<file path="config.mk">
export PLATFORM = sky130hd
export DESIGN_NAME = mem_stage
export DESIGN_NICKNAME = d
export VERILOG_FILES = /design/src/rtl/mem_stage.sv
export SDC_FILE = /design/constraint.sdc
export NUM_CORES = 1
export LEC_CHECK = 0
export ABC_CLOCK_PERIOD_IN_PS = 4200
export BUFFER_PORTS_ARGS = -buffer_cell sky130_fd_sc_hd__buf_2
export CAP_MARGIN = 15
export CORE_MARGIN = 2
export CORE_UTILIZATION = 40
export DETAILED_ROUTE_END_ITERATION = 7
export PLACE_DENSITY = 0.62
export SLEW_MARGIN = 40
export SYNTH_ARGS = -nofsm -noshare
export SYNTH_HDL_FRONTEND = slang
export SYNTH_SLANG_ARGS = --single-unit
</file>
<file path="constraint.sdc">
create_clock -name clk -period 4.2 [get_ports clk]
set_input_delay 0.42 -clock clk [delete_from_list [all_inputs] [get_ports clk]]
set_output_delay 0.42 -clock clk [all_outputs]
set_load 0.05 [all_outputs]
</file>
<file path="src/rtl/mem_stage.sv">
// MEM pipeline stage: registers the execute bundle, aligns/extends SRAM load data,
// builds per-byte write strobes for LWL/LWR merging, and holds the read word across stalls.
module mem_stage (
    input  logic        clk,
    input  logic        reset,
    input  logic        ws_allowin,
    output logic        ms_allowin,
    input  logic        es_to_ms_valid,
    input  logic [95:0] es_to_ms_bus,
    input  logic [31:0] data_sram_rdata,
    input  logic        flush,
    output logic        ms_to_ws_valid,
    output logic [90:0] ms_to_ws_bus,
    output logic [42:0] ms_fwd_bus
);

    logic        ms_valid_q, ms_valid_d;
    logic [95:0] ms_bus_q, ms_bus_d;
    logic [31:0] rbuf_q, rbuf_d;
    logic        rbuf_v_q, rbuf_v_d;

    logic [10:0] ms_root;
    logic        ms_bd, ms_ex, ms_mfc0;
    logic [4:0]  ms_excode, ms_dest;
    logic        ld_lw, ld_lb, ld_lbu, ld_lh, ld_lhu, ld_lwl, ld_lwr;
    logic        ms_res_from_mem, ms_gr_we;
    logic [31:0] ms_res, ms_pc;
    logic [1:0]  p;

    logic [31:0] rd;
    logic [7:0]  rd_byte;
    logic [15:0] rd_half;
    logic [31:0] load_data;
    logic [3:0]  rf_wen;
    logic [31:0] final_result;

    assign ms_root         = ms_bus_q[95:85];
    assign ms_mfc0         = ms_bus_q[93];
    assign ms_bd           = ms_bus_q[84];
    assign ms_ex           = ms_bus_q[83];
    assign ms_excode       = ms_bus_q[82:78];
    assign {ld_lw, ld_lb, ld_lbu, ld_lh, ld_lhu, ld_lwl, ld_lwr} = ms_bus_q[77:71];
    assign ms_res_from_mem = ms_bus_q[70];
    assign ms_gr_we        = ms_bus_q[69];
    assign ms_dest         = ms_bus_q[68:64];
    assign ms_res          = ms_bus_q[63:32];
    assign ms_pc           = ms_bus_q[31:0];
    assign p               = ms_res[1:0];

    // MEM never stalls on its own, so ready_go is folded in as 1
    assign ms_allowin     = !ms_valid_q || ws_allowin;
    assign ms_to_ws_valid = ms_valid_q && !flush;

    always_comb begin
        ms_valid_d = ms_valid_q;
        ms_bus_d   = ms_bus_q;
        rbuf_d     = rbuf_q;
        rbuf_v_d   = rbuf_v_q;
        if (flush) begin
            ms_valid_d = 1'b0;
        end else if (ms_allowin) begin
            ms_valid_d = es_to_ms_valid;
            if (es_to_ms_valid) begin
                ms_bus_d = es_to_ms_bus;
                rbuf_v_d = 1'b0;
            end
        end else if (ms_valid_q && !rbuf_v_q) begin
            // reaching here implies ws_allowin=0: SRAM word is only live this cycle
            rbuf_d   = data_sram_rdata;
            rbuf_v_d = 1'b1;
        end
    end

    always_ff @(posedge clk) begin
        if (reset) begin
            ms_valid_q <= 1'b0;
            rbuf_v_q   <= 1'b0;
        end else begin
            ms_valid_q <= ms_valid_d;
            rbuf_v_q   <= rbuf_v_d;
        end
    end

    always_ff @(posedge clk) begin
        ms_bus_q <= ms_bus_d;
        rbuf_q   <= rbuf_d;
    end

    assign rd      = rbuf_v_q ? rbuf_q : data_sram_rdata;
    assign rd_half = p[1] ? rd[31:16] : rd[15:0];

    always_comb begin
        case (p)
            2'd0:    rd_byte = rd[7:0];
            2'd1:    rd_byte = rd[15:8];
            2'd2:    rd_byte = rd[23:16];
            default: rd_byte = rd[31:24];
        endcase
    end

    always_comb begin
        load_data = rd;
        if (ld_lb) begin
            load_data = {{24{rd_byte[7]}}, rd_byte};
        end else if (ld_lbu) begin
            load_data = {24'h0, rd_byte};
        end else if (ld_lh) begin
            load_data = {{16{rd_half[15]}}, rd_half};
        end else if (ld_lhu) begin
            load_data = {16'h0, rd_half};
        end else if (ld_lwl) begin
            case (p)
                2'd0:    load_data = {rd[7:0], 24'h0};
                2'd1:    load_data = {rd[15:0], 16'h0};
                2'd2:    load_data = {rd[23:0], 8'h0};
                default: load_data = rd;
            endcase
        end else if (ld_lwr) begin
            case (p)
                2'd0:    load_data = rd;
                2'd1:    load_data = {8'h0, rd[31:8]};
                2'd2:    load_data = {16'h0, rd[31:16]};
                default: load_data = {24'h0, rd[31:24]};
            endcase
        end else if (ld_lw) begin
            load_data = rd;
        end
    end

    always_comb begin
        rf_wen = 4'b1111;
        if (!ms_gr_we || ms_ex || !ms_valid_q) begin
            rf_wen = 4'b0000;
        end else if (ld_lwl) begin
            case (p)
                2'd0:    rf_wen = 4'b1000;
                2'd1:    rf_wen = 4'b1100;
                2'd2:    rf_wen = 4'b1110;
                default: rf_wen = 4'b1111;
            endcase
        end else if (ld_lwr) begin
            case (p)
                2'd0:    rf_wen = 4'b1111;
                2'd1:    rf_wen = 4'b0111;
                2'd2:    rf_wen = 4'b0011;
                default: rf_wen = 4'b0001;
            endcase
        end
    end

    // on an exception res carries BadVAddr, so it must win over load data
    assign final_result = (ms_res_from_mem && !ms_ex) ? load_data : ms_res;

    assign ms_to_ws_bus = {ms_root, ms_bd, ms_ex, ms_excode, rf_wen, ms_dest,
                           final_result, ms_pc};

    assign ms_fwd_bus = {ms_mfc0 && ms_valid_q,
                         ms_gr_we && ms_valid_q && !flush,
                         rf_wen, ms_dest, final_result};

endmodule
</file>
Word level (Yosys, flattened, before mapping)
Cells that the tools add are included.
W data, S select, Z words.
{"block": "word_totals", "out_inout_bits": 136, "inputBits": 133, "regBits": 130, "elab_cells": 49}
{"block": "op_classes", "eq_ne": 3, "bitwise_logic": 2, "mux": 20, "reduce_logical": 20}
{"op": "$mux W32", "count": 8}
{"op": "$pmux W32 S3", "count": 2}
{"op": "$pmux W8 S3", "count": 1}
{"op": "$mux W16", "count": 1}
{"op": "$mux W4", "count": 3}
{"op": "$pmux W4 S3", "count": 1}
{"op": "$pmux W3 S3", "count": 1}
{"op": "$reduce_and A3 Y1", "count": 3}
{"op": "$logic_and A1 B1 Y1", "count": 6}
{"op": "$logic_not A1 Y1", "count": 5}
{"op": "$logic_or A1 B1 Y1", "count": 3}
{"op": "$mux W1", "count": 3}
{"op": "$eq A2 B1 Y1 const B", "count": 1}
{"op": "$eq A2 B2 Y1 const B", "count": 1}
{"op": "$logic_not A2 Y1", "count": 1}
{"op": "$ne A2 B1 Y1 const B", "count": 1}
{"op": "$not A1 Y1", "count": 2}
{"op": "$reduce_bool A2 Y1", "count": 1}
{"op": "$reduce_or A2 Y1", "count": 1}

Depth between registers and ports, before layout
{"block": "depth", "depth_word": 9, "mapped_depth": 10, "ltp_nobuf": 5}

Worst setup path after synthesis
OpenSTA, ideal clock, no wires.
{"block": "synth_timing", "path_kind": "register -> register", "startpoint": "register rbuf_v_q", "endpoint": "register rbuf_q[0], enable pin", "stages_incl_launch_ff": 6, "n_path_buf": 4, "synth_period_minus_slack_ps": 3702, "arrival_time_ps": 3239, "setup_slack_ps": 498, "required_ps": 3737, "cell_sequence": "dfxtp_1 -> buf_6 -> buf_6 -> buf_4 -> buf_4 -> nor3_1"}
{"block": "synth_between", "elab_chain_len": 3}
{"item": "start: declaration", "line_no": "20", "source": "logic rbuf_v_q, rbuf_v_d;"}
{"item": "start signal: assignment", "line_no": "80", "source": "rbuf_v_q <= rbuf_v_d;"}
{"item": "$logic_not A1 Y1", "line_no": "67", "source": "end else if (ms_valid_q && !rbuf_v_q) begin"}
{"item": "$logic_and A1 B1 Y1", "line_no": "67"}
{"item": "$reduce_and A3 Y1 (no source line)"}
{"item": "end signal: assignment", "line_no": "86", "source": "rbuf_q <= rbuf_d;"}
{"item": "end: declaration", "line_no": "19", "source": "logic [31:0] rbuf_q, rbuf_d;"}
No other way between the ends.
A chain may end at the register's enable or synchronous reset.

Worst setup path after layout
{"block": "layout_timing", "startpoint": "register ms_bus_q[74]", "endpoint": "output port ms_fwd_bus[7]"}
{"block": "layout_between", "elab_chain_len": 4}
{"item": "start: declaration", "line_no": "18", "source": "logic [95:0] ms_bus_q, ms_bus_d;"}
{"item": "start signal: assignment", "line_no": "85", "source": "ms_bus_q <= ms_bus_d;"}
{"item": "$mux W32", "line_no": "107", "source": "end else if (ld_lh) begin"}
{"item": "$mux W32", "line_no": "105", "source": "end else if (ld_lbu) begin"}
{"item": "$mux W32", "line_no": "103", "source": "if (ld_lb) begin"}
{"item": "$mux W32", "line_no": "152", "source": "assign final_result = (ms_res_from_mem && !ms_ex) ? load_data : ms_res;"}
{"item": "end: declaration", "line_no": "14", "source": "output logic [42:0] ms_fwd_bus"}
No other way between the ends.

==> flow_summary.yaml <==
status:
  status: "completed"
pwr:
  power.switching_fraction: 0.3194
  share_of_power_burned_in_combinational_logic: 0.188
  p_sw_uw: 1152
  cellInternalPower_uw: 2454
  portion_of_total_power_attributed_to_sequential_cells: 0.414
  vdd_ir_drop_max_v: 0.0002563
  power-per-cell-area_nw_per_um2: 400.2
  leakage_uw: 0.003478
  p_clk_frac: 0.398
synthesis:
  most_frequent_cell_after_synthesis: "edfxtp_1"
  synth_top_family_by_area: "multiplexers"
  synth_enable_flop_cells: 127
  yosys.area.top_type_share: 0.4987
  synthesis.area_per_instance_um2: 12.22
  ys.flop_type: "edfxtp_1"
  synthCells: 626
  yosysTopAreaCell: "edfxtp_1"
  post_synth_num_cell_types: 46
  ys_seq_elements: 129
  yosysSeqAreaShare: 0.5039
  synth_adder_area_share: 0
  ys_async_sr_fraction: 0
  synth_compound_gate_area_share: 0.1258
  synth.cell_area_um2: 7647
  yosys_warnings: 0
  commonest_cells_post_synth: "edfxtp_1 (127), buf_4 (99), nor2_1 (52)"
  muxShareOfSynthArea: 0.1613
  yosys-top-cells-area: "edfxtp_1 (50%), buf_4 (9.7%), mux4_2 (8.2%)"
  synth_xor_xnor_area_share: 0
  synth-simple-area-share: 0.07428
  postSynthNetCount: 759
timing:
  worst_slew_margin_rel: 0.4889
  tightest_slew_ns: 0.7638
  layout_worst_path_cycle_share: 0.8419
  hold-worst-slack_ns: 0.1631
  drv_slew: 0
  maxClockFrequency_mhz: 282.8
  final.min_clock_period_ns: 3.536
  report.final.setup_viol: 0
  clock-skew-final_ns: 0.008689
  totalNegativeSetupSlack_ns: 0
  hold_viol: 0
  rsz0062_at_grt: "no"
worst_setup_path:
  timing.critical_path.required_ns: 3.78
  worst-r2r-setup-slack_ns: 2.14
  setup.worst_path.start_class: "register"
  critical_path.startpoint: "ms_bus_q[74]$_DFFE_PP_"
  end_kind: "output pin"
  r2r_start: "ms_valid_q$_SDFFE_PP0N_"
  worst_r2r_path_depth: 5
  data_arrival_time_of_the_worst_path_ns: 3.12
  setup_cp_type: "reg2out"
  timing.critical_path.fanout_max: 21
  critical_path.reg2reg.endpoint: "ms_bus_q[11]$_DFFE_PP_"
layout:
  layout-drive-gt1-share: 0.4876
  finalCoreUtilization: 0.4816
  area.growth.synth_to_final_pct: 17.80
  ff_latch_area_um2: 3855
  antenna_cells: 0
  nFillCells: 1775
  area_of_the_multi_input_gates_um2: 2771
  layout.nets: 924
drt:
  initial_drt_markers: 521
  drt_first_pass_iters: 5
  routed_wl_um: 21620
  detail_route.drc_violations: 0
  viasPerCell: 5.533
  post_drt_wl_per_cell_um: 20.83
  ant_nets: 0
  num_vias: 5743
hold_path:
  hold_path.startpoint: "es_to_ms_bus[21]"
  hold-path-cell-count: 1
  hold_path.class: "in2reg"
  worst_hold_path_ep: "ms_bus_q[21]$_DFFE_PP_"
clock_network:
  clock_latency_ns: 0.43
  cts_tree: "done"
  clock_tree.htree_level_count: 4
  clockBufferDepth: 2
  numClockSinks: 129
  cts_hold_buf: 0
  tritoncts.num_buffers: 17
  cts.repair.resized: 0
  post_cts_buffers: 0
  clock-root-buffer: "clkbuf_16"
  clkSlewWorstSetupHoldPaths_ns: 0.07
global_routing:
  initial_antenna_violation_count: 1
  grt_remaining_overflow: 0
  grt_pass1_vias: 5562
  global_route_wire_length_before_repair_um: 32040
  global_route.usage.total: 0.2126
  grt_start_max_net_pins: 56
floorplan:
  core.rowCount: 50
  initial_core_util: 0.4088
  die_y_um: 142.3
  die_width_um: 142.3
  fp.dieArea_um2: 20240
  design.portCount: 269
  design.core.area_um2: 18710
place:
  dp.final_hpwl_um: 15860
  place.gp.congestion: 0.9117
  placement.io_buffers: 267
run:
  maxCapViolCount: 0
## area by class of cell
class / count / share of cell area
Sequential cell: 129 / 0.4279
Clock inverter: 15 / 0.01583
Clock buffer: 17 / 0.04722
Inverter: 6 / 0.002778
Timing Repair Buffer: 284 / 0.1661
Tap cell: 234 / 0.03250
Multi-Input combinational cell: 353 / 0.3076
## power by group through the flow
stage	Sequential (uW)	Clock (uW)	Combinational, uW
after detailed placement	1520	0	676
after floorplan	1510	0	543
after global routing	1500	1510	715
after CTS	1490	1470	678
after global placement	1520	0	668
final	1490	1440	678
## cell usage in the layout (no fill, tap or decap), types with 2 or more instances in the layout
master / instances
buf_12: 2
a222oi_1: 3
inv_8: 4
nand3_1: 16
o211ai_1: 9
o21ai_0: 23
clkbuf_16: 17
and2_1: 4
or2_2: 3
nand2_1: 37
a21oi_1: 37
a31oi_1: 2
buf_2: 267
mux2_4: 4
o221ai_1: 11
mux2i_1: 16
nand3b_1: 2
nor2b_1: 6
mux4_2: 28
nand2b_1: 3
mux2_2: 34
edfxtp_1: 127
a2bb2oi_1: 4
clkinv_4: 2
buf_4: 14
inv_6: 5
inv_1: 4
clkinvlp_4: 2
a221o_1: 8
a22oi_1: 6
a221oi_1: 3
nor2_1: 52
nor3_1: 2
o22ai_1: 11
a211oi_1: 19
## per-layer routing
| layer | part of all wire | routed length, um | vias to the layer above | track usage |
|---|---|---|---|---|
| met4 | 0.020 | 431 | 2 | 0.06947 |
| met3 | 0.091 | 1973 | 26 | 0.05686 |
| li1 | - | - | 2637 | - |
| met5 | 0.00060 | 13 | - | 0 |
| met1 | 0.41 | 8769 | 2738 | 0.2788 |
| met2 | 0.48 | 10440 | 340 | 0.3443 |
## registers in the layout (all words and copies together) (netlist names)
register	cells
ms_bus_q	95
rbuf_q	32
ms_valid_q	1
rbuf_v_q	1
## stage by stage
stage	cells	area [um^2]	setup WS [ns]	total power (uW)
2_1_floorplan	626	7647	0.4976	2054
3_3_place_gp	1005	8426	1.162	2187
3_5_place_dp	1006	8441	1.124	2196
4_1_cts	1038	9009	0.6673	3638
5_1_grt	1038	9009	0.5124	3726
6_report	1038	9009	0.6641	3606
## critical path: stages, from the launching register on
cell	delay, ns
edfxtp_1	0.60
or2_2	0.56
nor2_1	0.66
a21oi_1	0.13
o21ai_0	0.34
o21ai_0	0.16
buf_2	0.25
## how the worst max path moves through the flow
stage,end,slack (ns),cells after the start
2_1_floorplan,rbuf_q[0]$_DFFE_PP_,0.50,5
5_1_grt,ms_to_ws_bus[39],0.51,6
6_report,ms_fwd_bus[7],0.66,6
3_3_place_gp,ms_fwd_bus[30],1.16,7
4_1_cts,ms_to_ws_bus[62],0.67,7
3_5_place_dp,ms_to_ws_bus[62],1.12,7
## logic make-up (layout without fill, tap and decap cells)
| logic type | after synthesis | in the layout |
|---|---|---|
| AOI/OAI and AO/OA | 142 | 142 |
| buffers and inverters | 144 | 322 |
| DFF | 129 | 129 |
| muxes | 82 | 82 |
| and+or+nand+nor | 129 | 129 |
No activity file was read; power rests on OpenSTA's default activity.
